### src/rtl/sad_backend_pipe_if.sv
// Bundle between the MEM/SAD pipeline register and the SAD back-end, plus the
// per-stage forwarding triples and hazard flags the back-end exports.
interface sad_backend_pipe_if #(
  parameter int DATA_W = 32,
  parameter int REG_W  = 5
);
  logic              Stall;
  logic              Flush;
  logic              MEM_SAD_valid;
  logic              MEM_SAD_special;
  logic [1:0]        MEM_SAD_Op;
  logic [REG_W-1:0]  MEM_SAD_WriteRegister;
  logic [DATA_W-1:0] MEM_SAD_ALUResult;
  logic [DATA_W-1:0] MEM_SAD_A;
  logic [DATA_W-1:0] MEM_SAD_B;

  logic              SAD_SADD_special;
  logic              SAD_SSAD_special;
  logic              SAD_WB_special;
  logic [REG_W-1:0]  SAD_SADD_WriteRegister;
  logic [REG_W-1:0]  SAD_SSAD_WriteRegister;
  logic [REG_W-1:0]  SAD_WB_WriteRegister;
  logic [DATA_W-1:0] SAD_SADD_ALUResult;
  logic [DATA_W-1:0] SAD_SSAD_ALUResult;
  logic [DATA_W-1:0] SAD_WB_ALUResult;
  logic              SAD_SADD_pending;
  logic              SAD_SSAD_pending;
  logic              SAD_WB_valid;

  modport master (
    output Stall, Flush, MEM_SAD_valid, MEM_SAD_special, MEM_SAD_Op,
           MEM_SAD_WriteRegister, MEM_SAD_ALUResult, MEM_SAD_A, MEM_SAD_B,
    input  SAD_SADD_special, SAD_SSAD_special, SAD_WB_special,
           SAD_SADD_WriteRegister, SAD_SSAD_WriteRegister, SAD_WB_WriteRegister,
           SAD_SADD_ALUResult, SAD_SSAD_ALUResult, SAD_WB_ALUResult,
           SAD_SADD_pending, SAD_SSAD_pending, SAD_WB_valid
  );

  modport slave (
    input  Stall, Flush, MEM_SAD_valid, MEM_SAD_special, MEM_SAD_Op,
           MEM_SAD_WriteRegister, MEM_SAD_ALUResult, MEM_SAD_A, MEM_SAD_B,
    output SAD_SADD_special, SAD_SSAD_special, SAD_WB_special,
           SAD_SADD_WriteRegister, SAD_SSAD_WriteRegister, SAD_WB_WriteRegister,
           SAD_SADD_ALUResult, SAD_SSAD_ALUResult, SAD_WB_ALUResult,
           SAD_SADD_pending, SAD_SSAD_pending, SAD_WB_valid
  );
endinterface

### src/rtl/sad_backend_pipe.sv
// SAD back-end: SADD (per-lane |a-b|), SSAD (lane sum), WB (accumulate/commit).
// Every output comes straight from a flop so forwarding/hazard paths stay short.
module sad_backend_pipe #(
  parameter int DATA_W = 32,
  parameter int REG_W  = 5
) (
  input logic               Clk,
  input logic               Reset,
  sad_backend_pipe_if.slave bus
);

  localparam int LANES = DATA_W / 8;
  localparam int SUM_W = 8 + $clog2(LANES);

  typedef enum logic [1:0] {
    OP_PASS   = 2'b00,
    OP_SAD    = 2'b01,
    OP_SADACC = 2'b10,
    OP_ACCCLR = 2'b11
  } sad_op_e;

  typedef struct packed {
    logic              valid;
    logic              special;
    sad_op_e           op;
    logic [REG_W-1:0]  wreg;
    logic [DATA_W-1:0] value;
  } stage_t;

  localparam stage_t BUBBLE = '0;

  stage_t            r_sadd;
  stage_t            r_ssad;
  logic              r_wb_valid;
  logic [REG_W-1:0]  r_wb_wreg;
  logic [DATA_W-1:0] r_wb_value;
  logic [DATA_W-1:0] r_acc;

  logic              r_sadd_fwd;
  logic              r_sadd_pend;
  logic              r_ssad_fwd;
  logic              r_ssad_pend;
  logic              r_wb_fwd;

  stage_t            w_sadd_nxt;
  stage_t            w_ssad_nxt;
  logic [DATA_W-1:0] w_abs_diff;
  logic [SUM_W-1:0]  w_lane_sum;
  logic [DATA_W-1:0] w_acc_sum;
  logic [DATA_W-1:0] w_acc_nxt;
  logic [DATA_W-1:0] w_wb_value;

  // Results of SAD-class ops are not final until WB, so only pass ops forward early.
  function automatic logic early_fwd(input stage_t s);
    return s.valid & s.special & (s.op == OP_PASS);
  endfunction

  function automatic logic sad_pending(input stage_t s);
    return s.valid & s.special & (s.op != OP_PASS);
  endfunction

  // NOTE: every always_comb output is given a default first so no path infers a latch.
  always_comb begin
    w_abs_diff = '0;
    for (int i = 0; i < LANES; i++) begin
      if (bus.MEM_SAD_A[8*i +: 8] >= bus.MEM_SAD_B[8*i +: 8])
        w_abs_diff[8*i +: 8] = bus.MEM_SAD_A[8*i +: 8] - bus.MEM_SAD_B[8*i +: 8];
      else
        w_abs_diff[8*i +: 8] = bus.MEM_SAD_B[8*i +: 8] - bus.MEM_SAD_A[8*i +: 8];
    end
  end

  always_comb begin
    w_sadd_nxt = BUBBLE;
    if (!bus.Flush) begin
      w_sadd_nxt.valid   = bus.MEM_SAD_valid;
      w_sadd_nxt.special = bus.MEM_SAD_special;
      w_sadd_nxt.op      = sad_op_e'(bus.MEM_SAD_Op);
      w_sadd_nxt.wreg    = bus.MEM_SAD_WriteRegister;
      w_sadd_nxt.value   = (sad_op_e'(bus.MEM_SAD_Op) == OP_PASS) ? bus.MEM_SAD_ALUResult
                                                                   : w_abs_diff;
    end
  end

  always_comb begin
    w_lane_sum = '0;
    for (int i = 0; i < LANES; i++)
      w_lane_sum = w_lane_sum + SUM_W'(r_sadd.value[8*i +: 8]);
  end

  always_comb begin
    w_ssad_nxt = r_sadd;
    if (r_sadd.op != OP_PASS)
      w_ssad_nxt.value = DATA_W'(w_lane_sum);
  end

  // The accumulator only moves for a valid op crossing into WB; wrap is silent.
  assign w_acc_sum = r_acc + r_ssad.value;

  always_comb begin
    w_acc_nxt  = r_acc;
    w_wb_value = r_ssad.value;
    unique case (r_ssad.op)
      OP_SADACC: begin
        w_wb_value = w_acc_sum;
        if (r_ssad.valid) w_acc_nxt = w_acc_sum;
      end
      OP_ACCCLR: begin
        w_wb_value = '0;
        if (r_ssad.valid) w_acc_nxt = '0;
      end
      default: ;
    endcase
  end

  // NOTE: state uses non-blocking assignments so all stages sample the pre-edge values together.
  always_ff @(posedge Clk or negedge Reset) begin
    if (!Reset) begin
      r_sadd      <= BUBBLE;
      r_ssad      <= BUBBLE;
      r_wb_valid  <= 1'b0;
      r_wb_wreg   <= '0;
      r_wb_value  <= '0;
      r_acc       <= '0;
      r_sadd_fwd  <= 1'b0;
      r_sadd_pend <= 1'b0;
      r_ssad_fwd  <= 1'b0;
      r_ssad_pend <= 1'b0;
      r_wb_fwd    <= 1'b0;
    end else if (!bus.Stall) begin
      r_sadd      <= w_sadd_nxt;
      r_ssad      <= w_ssad_nxt;
      r_wb_valid  <= r_ssad.valid;
      r_wb_wreg   <= r_ssad.wreg;
      r_wb_value  <= w_wb_value;
      r_acc       <= w_acc_nxt;
      r_sadd_fwd  <= early_fwd(w_sadd_nxt);
      r_sadd_pend <= sad_pending(w_sadd_nxt);
      r_ssad_fwd  <= early_fwd(w_ssad_nxt);
      r_ssad_pend <= sad_pending(w_ssad_nxt);
      r_wb_fwd    <= r_ssad.valid & r_ssad.special;
    end
  end

  assign bus.SAD_SADD_special       = r_sadd_fwd;
  assign bus.SAD_SSAD_special       = r_ssad_fwd;
  assign bus.SAD_WB_special         = r_wb_fwd;
  assign bus.SAD_SADD_WriteRegister = r_sadd.wreg;
  assign bus.SAD_SSAD_WriteRegister = r_ssad.wreg;
  assign bus.SAD_WB_WriteRegister   = r_wb_wreg;
  assign bus.SAD_SADD_ALUResult     = r_sadd.value;
  assign bus.SAD_SSAD_ALUResult     = r_ssad.value;
  assign bus.SAD_WB_ALUResult       = r_wb_value;
  assign bus.SAD_SADD_pending       = r_sadd_pend;
  assign bus.SAD_SSAD_pending       = r_ssad_pend;
  assign bus.SAD_WB_valid           = r_wb_valid;

endmodule
### src/flat_wrapper.sv
// flat-port wrapper written by rule: the top's interface ports become plain ports
module sad_backend_pipe_flat 
#(
  parameter int DATA_W = 32,
  parameter int REG_W  = 5
)
  (Clk, Reset, bus_Stall, bus_Flush, bus_MEM_SAD_valid, bus_MEM_SAD_special, bus_MEM_SAD_Op, bus_MEM_SAD_WriteRegister, bus_MEM_SAD_ALUResult, bus_MEM_SAD_A, bus_MEM_SAD_B, bus_SAD_SADD_special, bus_SAD_SSAD_special, bus_SAD_WB_special, bus_SAD_SADD_WriteRegister, bus_SAD_SSAD_WriteRegister, bus_SAD_WB_WriteRegister, bus_SAD_SADD_ALUResult, bus_SAD_SSAD_ALUResult, bus_SAD_WB_ALUResult, bus_SAD_SADD_pending, bus_SAD_SSAD_pending, bus_SAD_WB_valid);
  sad_backend_pipe_if #(.DATA_W(DATA_W), .REG_W(REG_W)) bus_i ();
  input logic Clk;
  input logic Reset;
  input wire logic [$bits(bus_i.Stall)-1:0] bus_Stall;
  input wire logic [$bits(bus_i.Flush)-1:0] bus_Flush;
  input wire logic [$bits(bus_i.MEM_SAD_valid)-1:0] bus_MEM_SAD_valid;
  input wire logic [$bits(bus_i.MEM_SAD_special)-1:0] bus_MEM_SAD_special;
  input wire logic [$bits(bus_i.MEM_SAD_Op)-1:0] bus_MEM_SAD_Op;
  input wire logic [$bits(bus_i.MEM_SAD_WriteRegister)-1:0] bus_MEM_SAD_WriteRegister;
  input wire logic [$bits(bus_i.MEM_SAD_ALUResult)-1:0] bus_MEM_SAD_ALUResult;
  input wire logic [$bits(bus_i.MEM_SAD_A)-1:0] bus_MEM_SAD_A;
  input wire logic [$bits(bus_i.MEM_SAD_B)-1:0] bus_MEM_SAD_B;
  output wire logic [$bits(bus_i.SAD_SADD_special)-1:0] bus_SAD_SADD_special;
  output wire logic [$bits(bus_i.SAD_SSAD_special)-1:0] bus_SAD_SSAD_special;
  output wire logic [$bits(bus_i.SAD_WB_special)-1:0] bus_SAD_WB_special;
  output wire logic [$bits(bus_i.SAD_SADD_WriteRegister)-1:0] bus_SAD_SADD_WriteRegister;
  output wire logic [$bits(bus_i.SAD_SSAD_WriteRegister)-1:0] bus_SAD_SSAD_WriteRegister;
  output wire logic [$bits(bus_i.SAD_WB_WriteRegister)-1:0] bus_SAD_WB_WriteRegister;
  output wire logic [$bits(bus_i.SAD_SADD_ALUResult)-1:0] bus_SAD_SADD_ALUResult;
  output wire logic [$bits(bus_i.SAD_SSAD_ALUResult)-1:0] bus_SAD_SSAD_ALUResult;
  output wire logic [$bits(bus_i.SAD_WB_ALUResult)-1:0] bus_SAD_WB_ALUResult;
  output wire logic [$bits(bus_i.SAD_SADD_pending)-1:0] bus_SAD_SADD_pending;
  output wire logic [$bits(bus_i.SAD_SSAD_pending)-1:0] bus_SAD_SSAD_pending;
  output wire logic [$bits(bus_i.SAD_WB_valid)-1:0] bus_SAD_WB_valid;
  assign bus_i.Stall = bus_Stall;
  assign bus_i.Flush = bus_Flush;
  assign bus_i.MEM_SAD_valid = bus_MEM_SAD_valid;
  assign bus_i.MEM_SAD_special = bus_MEM_SAD_special;
  assign bus_i.MEM_SAD_Op = bus_MEM_SAD_Op;
  assign bus_i.MEM_SAD_WriteRegister = bus_MEM_SAD_WriteRegister;
  assign bus_i.MEM_SAD_ALUResult = bus_MEM_SAD_ALUResult;
  assign bus_i.MEM_SAD_A = bus_MEM_SAD_A;
  assign bus_i.MEM_SAD_B = bus_MEM_SAD_B;
  assign bus_SAD_SADD_special = bus_i.SAD_SADD_special;
  assign bus_SAD_SSAD_special = bus_i.SAD_SSAD_special;
  assign bus_SAD_WB_special = bus_i.SAD_WB_special;
  assign bus_SAD_SADD_WriteRegister = bus_i.SAD_SADD_WriteRegister;
  assign bus_SAD_SSAD_WriteRegister = bus_i.SAD_SSAD_WriteRegister;
  assign bus_SAD_WB_WriteRegister = bus_i.SAD_WB_WriteRegister;
  assign bus_SAD_SADD_ALUResult = bus_i.SAD_SADD_ALUResult;
  assign bus_SAD_SSAD_ALUResult = bus_i.SAD_SSAD_ALUResult;
  assign bus_SAD_WB_ALUResult = bus_i.SAD_WB_ALUResult;
  assign bus_SAD_SADD_pending = bus_i.SAD_SADD_pending;
  assign bus_SAD_SSAD_pending = bus_i.SAD_SSAD_pending;
  assign bus_SAD_WB_valid = bus_i.SAD_WB_valid;
  sad_backend_pipe #(.DATA_W(DATA_W), .REG_W(REG_W)) u_core (.Clk(Clk), .Reset(Reset), .bus(bus_i));
endmodule
### config.mk
export PLATFORM = sky130hd
export DESIGN_NAME = sad_backend_pipe_flat
export DESIGN_NICKNAME = d
export VERILOG_FILES = /design/src/rtl/sad_backend_pipe_if.sv /design/src/rtl/sad_backend_pipe.sv /design/src/flat_wrapper.sv
export SDC_FILE = /design/constraint.sdc
export NUM_CORES = 1
export LEC_CHECK = 0
export ABC_AREA = 1
export CAP_MARGIN = 15
export CORE_MARGIN = 5
export CORE_UTILIZATION = 55
export DETAILED_ROUTE_END_ITERATION = 8
export PLACE_DENSITY = 0.83
export SLEW_MARGIN = 20
export SYNTH_ARGS = -nofsm -noshare
export SYNTH_HDL_FRONTEND = slang
export SYNTH_SLANG_ARGS = --single-unit
### constraint.sdc
create_clock -name Clk -period 6.4 [get_ports Clk]
set_input_delay 1.6 -clock Clk [delete_from_list [all_inputs] [get_ports Clk]]
set_output_delay 1.6 -clock Clk [all_outputs]
set_load 0.02 [all_outputs]
**Yosys cells after proc, flatten, opt, wreduce, memory -nomap -nowiden**

Index checks and enable logic that the tools add are counted.

- Bits in registers: 157
- Input port bits: 109
- Output and inout bits: 117
- Logic and storage cells: 65

- Add/subtract/negate cells: 12
- Magnitude comparators: 4
- Eq/ne operators: 4
- Mux-type cells: 11
- Bitwise gates (word level): 8
- Reductions and logical operators: 7

Operator list:

| cell | count |
|---|---|
| 32-bit 2-to-1 mux | 4 |
| 32-bit one-hot mux with 2 select lines | 2 |
| 8-bit subtractor | 8 |
| 41-bit 2-to-1 mux | 1 |
| 32-bit adder | 1 |
| 8-bit greater-or-equal comparator | 4 |
| 8-bit 2-to-1 mux | 4 |
| 10-bit by 8-bit adder with 10-bit output | 2 |
| 8-bit by 8-bit adder with 9-bit output | 1 |
| 1-bit bitwise AND | 7 |
| 2-bit logical NOT | 3 |
| 2-bit nonzero test | 3 |
| 2-bit equality test (second input constant) | 2 |
| 2-bit by 1-bit != test with 1-bit output (second input constant) | 2 |
| 4-bit AND reduction | 1 |
| 1-bit NOT | 1 |

**Longest topological paths before layout**

- Depth in word-level cells: 6
- Depth in mapped cells: 19
- Depth with buffers taken out: 19

**Worst setup path after synthesis**

Ideal clock, no wire load.

- Kind: input to register
- Start: in bus_MEM_SAD_A[16]
- End: reg u_core.r_sadd, in the netlist u_core.bus.SAD_SADD_ALUResult[22]
- Data arrival time: 3.059 ns
- Required time: 6.267 ns
- Path slack: 3.208 ns
- Stages: 14
- Path buffers: 0
- Path through: inv_1 -> ha_1 -> inv_1 -> fa_1 -> nand3_1 -> nand3_1 -> o21ai_1 -> nand2_2 -> inv_2 -> nand2_1 -> nand2_1 -> nand2_1 -> nand2_1 -> o21ai_0

- Word-level cells in the longest chain between the ends: 4
- Elaborated cells on any way between the ends: 6
- Those cells by class: add/sub: 2; order compare: 1; mux: 3

Ends and longest elaborated chain:

| what | RTL line | text |
|---|---|---|
| from (decl) | flat_wrapper.sv:18 | `input wire logic [$bits(bus_i.MEM_SAD_A)-1:0] bus_MEM_SAD_A;` |
| 8-bit subtractor, or another cell as far along | sad_backend_pipe.sv:69 | `w_abs_diff[8*i +: 8] = bus.MEM_SAD_B[8*i +: 8] - bus.MEM_SAD_A[8*i +: 8];` |
| 8-bit 2-to-1 mux * | sad_backend_pipe.sv:66 | `if (bus.MEM_SAD_A[8*i +: 8] >= bus.MEM_SAD_B[8*i +: 8])` |
| 32-bit 2-to-1 mux * | sad_backend_pipe.sv:80 | `w_sadd_nxt.value = (sad_op_e'(bus.MEM_SAD_Op) == OP_PASS) ? bus.MEM_SAD_ALUResult` |
| 41-bit 2-to-1 mux * | sad_backend_pipe.sv:75 | `if (!bus.Flush) begin` |
| to (signal assigned) | sad_backend_pipe.sv:131 | `r_sadd <= w_sadd_nxt;` |
| to (decl) | sad_backend_pipe.sv:32 | `stage_t r_sadd;` |

Mark *: on every way between the ends. The rest lies on a longest branch, timed or not.
A chain may end at the register's enable or synchronous reset.

**Worst setup path after layout**

- Start: reg u_core.r_sadd, in the netlist u_core.bus.SAD_SADD_ALUResult[8]
- End: reg u_core.r_ssad, in the netlist u_core.bus.SAD_SSAD_ALUResult[9]

- Word-level cells in the longest chain between the ends: 4

Ends and longest elaborated chain:

| what | RTL line | text |
|---|---|---|
| 8-bit by 8-bit adder with 9-bit output | sad_backend_pipe.sv:88 | `w_lane_sum = w_lane_sum + SUM_W'(r_sadd.value[8*i +: 8]);` |
| 10-bit by 8-bit adder with 10-bit output (2 in series) | sad_backend_pipe.sv:88 |  |
| 32-bit 2-to-1 mux | sad_backend_pipe.sv:93 | `if (r_sadd.op != OP_PASS)` |
| to (signal assigned) | sad_backend_pipe.sv:132 | `r_ssad <= w_ssad_nxt;` |
| to (decl) | sad_backend_pipe.sv:33 | `stage_t r_ssad;` |

No other way between the ends.

==> results_dict.tcl <==
set metrics [dict create \
    ys_types 39 \
    nets 2249 \
    clockRootBuffer "clkbuf_16" \
    fill_cells 2061 \
    fp.dieW_um 164 \
    hp-start "u_core.bus.SAD_WB_WriteRegister[0]" \
    grt_max_degree 91 \
    timing.rr.start "u_core.bus.SAD_SADD_ALUResult[8]" \
    portBuffers 225 \
    crit_arrival_ns 4.02 \
    grt_overflow 0 \
    dp_hpwl_mm 30.4 \
    critPathRequiredTime_ns 6.67 \
    cts_hold_buf 0 \
    cts-buffers-inserted 17 \
    grt_pass1_vias 12300 \
    ios 226 \
    hold_path_class "reg2reg" \
    tns_ns 0 \
    start_kind "flip-flop" \
    ctsResizeCount 0 \
    dr.first_iter.drc_count 860 \
    synth_area_leaders "dfrtp_1, nand2_1, ha_1" \
    fmax_mhz 267 \
    cp_max_fo 3 \
    die_h_um 164 \
    drive_above_1_share_pct 4.93 \
    syn_nets 2118 \
    ys_seq_area_share_pct 30.0 \
    netlist_top_cells_count "nand2_1, inv_1, dfrtp_1, a21oi_1, nor2_1" \
    dieArea_sq_um 27000 \
    path_clk_slew_ns 0.08 \
    gp_congestion 0.948 \
    rows 56 \
    final_antenna_net_count 0 \
    totalWireLength_mm 38.3 \
    vdd_drop_max_uv 212 \
    yosysWarningCount 0 \
    ys_ff_latch 157 \
    grt_pass1_wl_mm 62.3 \
    powerDensity_nw_per_um2 272 \
    setup_slack_ns 2.65 \
    finClkSkew_ns 0.0174 \
    num_vias 12400 \
    core_sq_um 23500 \
    yosysTopAreaCell "dfrtp_1" \
    clock-sinks 157 \
    p_leak_uw 0.00822 \
    worstSetupPathType "reg2reg" \
    drv_cap 0 \
    min_period_over_period_pct 58.6 \
    route.detailed.drc 0 \
    start_util_pct 55.7 \
    post-cts-setup-buffers 0 \
    synth_most_common_cell "nand2_1" \
    stdcell_count 2346 \
    synth_top_area_share_pct 30.0 \
    syn_to_final_growth_pct 19.9 \
    antenna_found_initial 0 \
    tightest_slew_ns 0.948 \
    setup_viol 0 \
    hold_viol 0 \
    clockBufferDepth 2 \
    firstDrtPassIters 7 \
    synth_cells 1883 \
    synth_ff_type "dfrtp_1" \
    rsz0062_at_grt "false" \
    cts_tree "done" \
    avgViaCountPerCell 5.29 \
    outcome "finished clean" \
    syn_area_sq_um 13100 \
    dp.cells 2313 \
    cp-startpoint "u_core.bus.SAD_SADD_ALUResult[8]" \
    hold_ws_ns 0.485 \
    synth-async-reset-ratio_pct 100 \
    dp_slack_ns 2.52 \
    slew_headroom_pct 36.8 \
    fin_crit_ns 3.75 \
    syn_avg_cell_area_sq_um 6.95 \
    htree_num_levels 4 \
    wl_per_cell_um 16.3 \
    synth_edf_count 0 \
    final_max_slew_viol_count 0 \
    endpoint_kind "flip-flop" \
    clk_latency_ns 0.44 \
    grt.total_usage_pct 28.8 \
    antenna_cells 0 \
]
## layout by cell type (no fill, tap or decap), types with 9 or more instances in the layout
cell               n
nand2_2           11
nand2_1          536
o21bai_1          10
buf_4             10
a21oi_1          136
nor2_1           131
o21ai_1           31
nand3_1           69
dfrtp_1          157
nor2_2             9
ha_1             107
o21ai_2            9
fa_1              19
nor3_1            11
clkdlybuf4s50_1  223
inv_1            294
o21ai_0           98
clkbuf_16         17
nand3_2           10
xor2_1            48
## layout make-up
cell class | count | area [sq um] | share of cell area, %
well taps | 319 | 399 | 2.54
clock buffers | 17 | 425 | 2.71
inverters | 301 | 1130 | 7.20
repair buffers | 235 | 2350 | 15.0
multi-input cells | 1302 | 7250 | 46.2
flip-flops and latches | 157 | 3930 | 25.0
clock inverters | 15 | 209 | 1.33
## metal layers
layer / wire, um / track usage [%] / vias to the layer above
li1: - / - / 6098
met1: 15300 / 34.8 / 5817
met2: 19100 / 51.3 / 413
met3: 2670 / 5.60 / 80
met4: 1270 / 9.80 / 0
met5: 0 / 0 / -
## worst paths after layout
| check | cells after the start | slack (ns) | to |
|---|---|---|---|
| hold / removal | 2 | 0.49 | u_core.bus.SAD_WB_WriteRegister[0] |
| min in group asynchronous | 1 | 1.05 | u_core.bus.SAD_WB_ALUResult[22] |
| setup / recovery | 19 | 2.65 | u_core.bus.SAD_SSAD_ALUResult[9] |
| setup reg to reg | 19 | 2.65 | u_core.bus.SAD_SSAD_ALUResult[9] |
| max in group asynchronous | 3 | 4.29 | u_core.r_ssad[38] |
| hold reg to reg | 2 | 0.49 | u_core.bus.SAD_WB_WriteRegister[0] |
## through the flow
| step | area, sq um | util [%] | power [uW] |
|---|---|---|---|
| 3_3_place_gp | 15000 | 64.0 | 3160 |
| 6_report | 15700 | 66.8 | 4260 |
| 4_1_cts | 15700 | 66.7 | 4270 |
| 2_1_floorplan | 13100 | - | 2620 |
| 5_1_grt | 15700 | 66.8 | 4550 |
| 3_5_place_dp | 15000 | 64.0 | 3210 |
## flip-flops by register name, indices dropped and copies added, names as in the netlist, 5 cells and up
signal                             flops
u_core.bus.SAD_SADD_ALUResult         32
u_core.bus.SAD_SADD_WriteRegister      5
u_core.bus.SAD_SSAD_ALUResult         32
u_core.bus.SAD_SSAD_WriteRegister      5
u_core.bus.SAD_WB_ALUResult           32
u_core.bus.SAD_WB_WriteRegister        5
u_core.r_acc                          32
## logic make-up after synthesis
| group | after synthesis | share of synthesized area [%] |
|---|---|---|
| AND/OR/NAND/NOR | 797 | 24.9 |
| buffers and inverters | 424 | 14.6 |
| AO/OA/AOI/OAI | 325 | 13.7 |
| flip-flops | 157 | 30.0 |
| adder cells (fa/ha/maj) | 126 | 13.1 |
| XOR/XNOR | 54 | 3.61 |
## power breakdown
part           internal [uW]  switching, uW  leakage (uW)
clock network            539            514      0.000305
registers               1170            190       0.00204
logic                    753           1090       0.00588
## worst max-delay path, cell delays in order (launching register included)
cell      delay, ns
dfrtp_1        0.39
ha_1           0.21
inv_1          0.06
fa_1           0.41
o21ai_0        0.37
nand2_1        0.10
nand2_1        0.07
a21oi_1        0.08
xor2_1         0.18
fa_1           0.51
inv_1          0.04
ha_1           0.32
inv_1          0.10
o21bai_1       0.08
a21oi_1        0.20
nor2_1         0.06
o21ai_0        0.15
nand2_1        0.06
o21ai_0        0.10
o21ai_0        0.10
(Power assumes the default switching activity.)
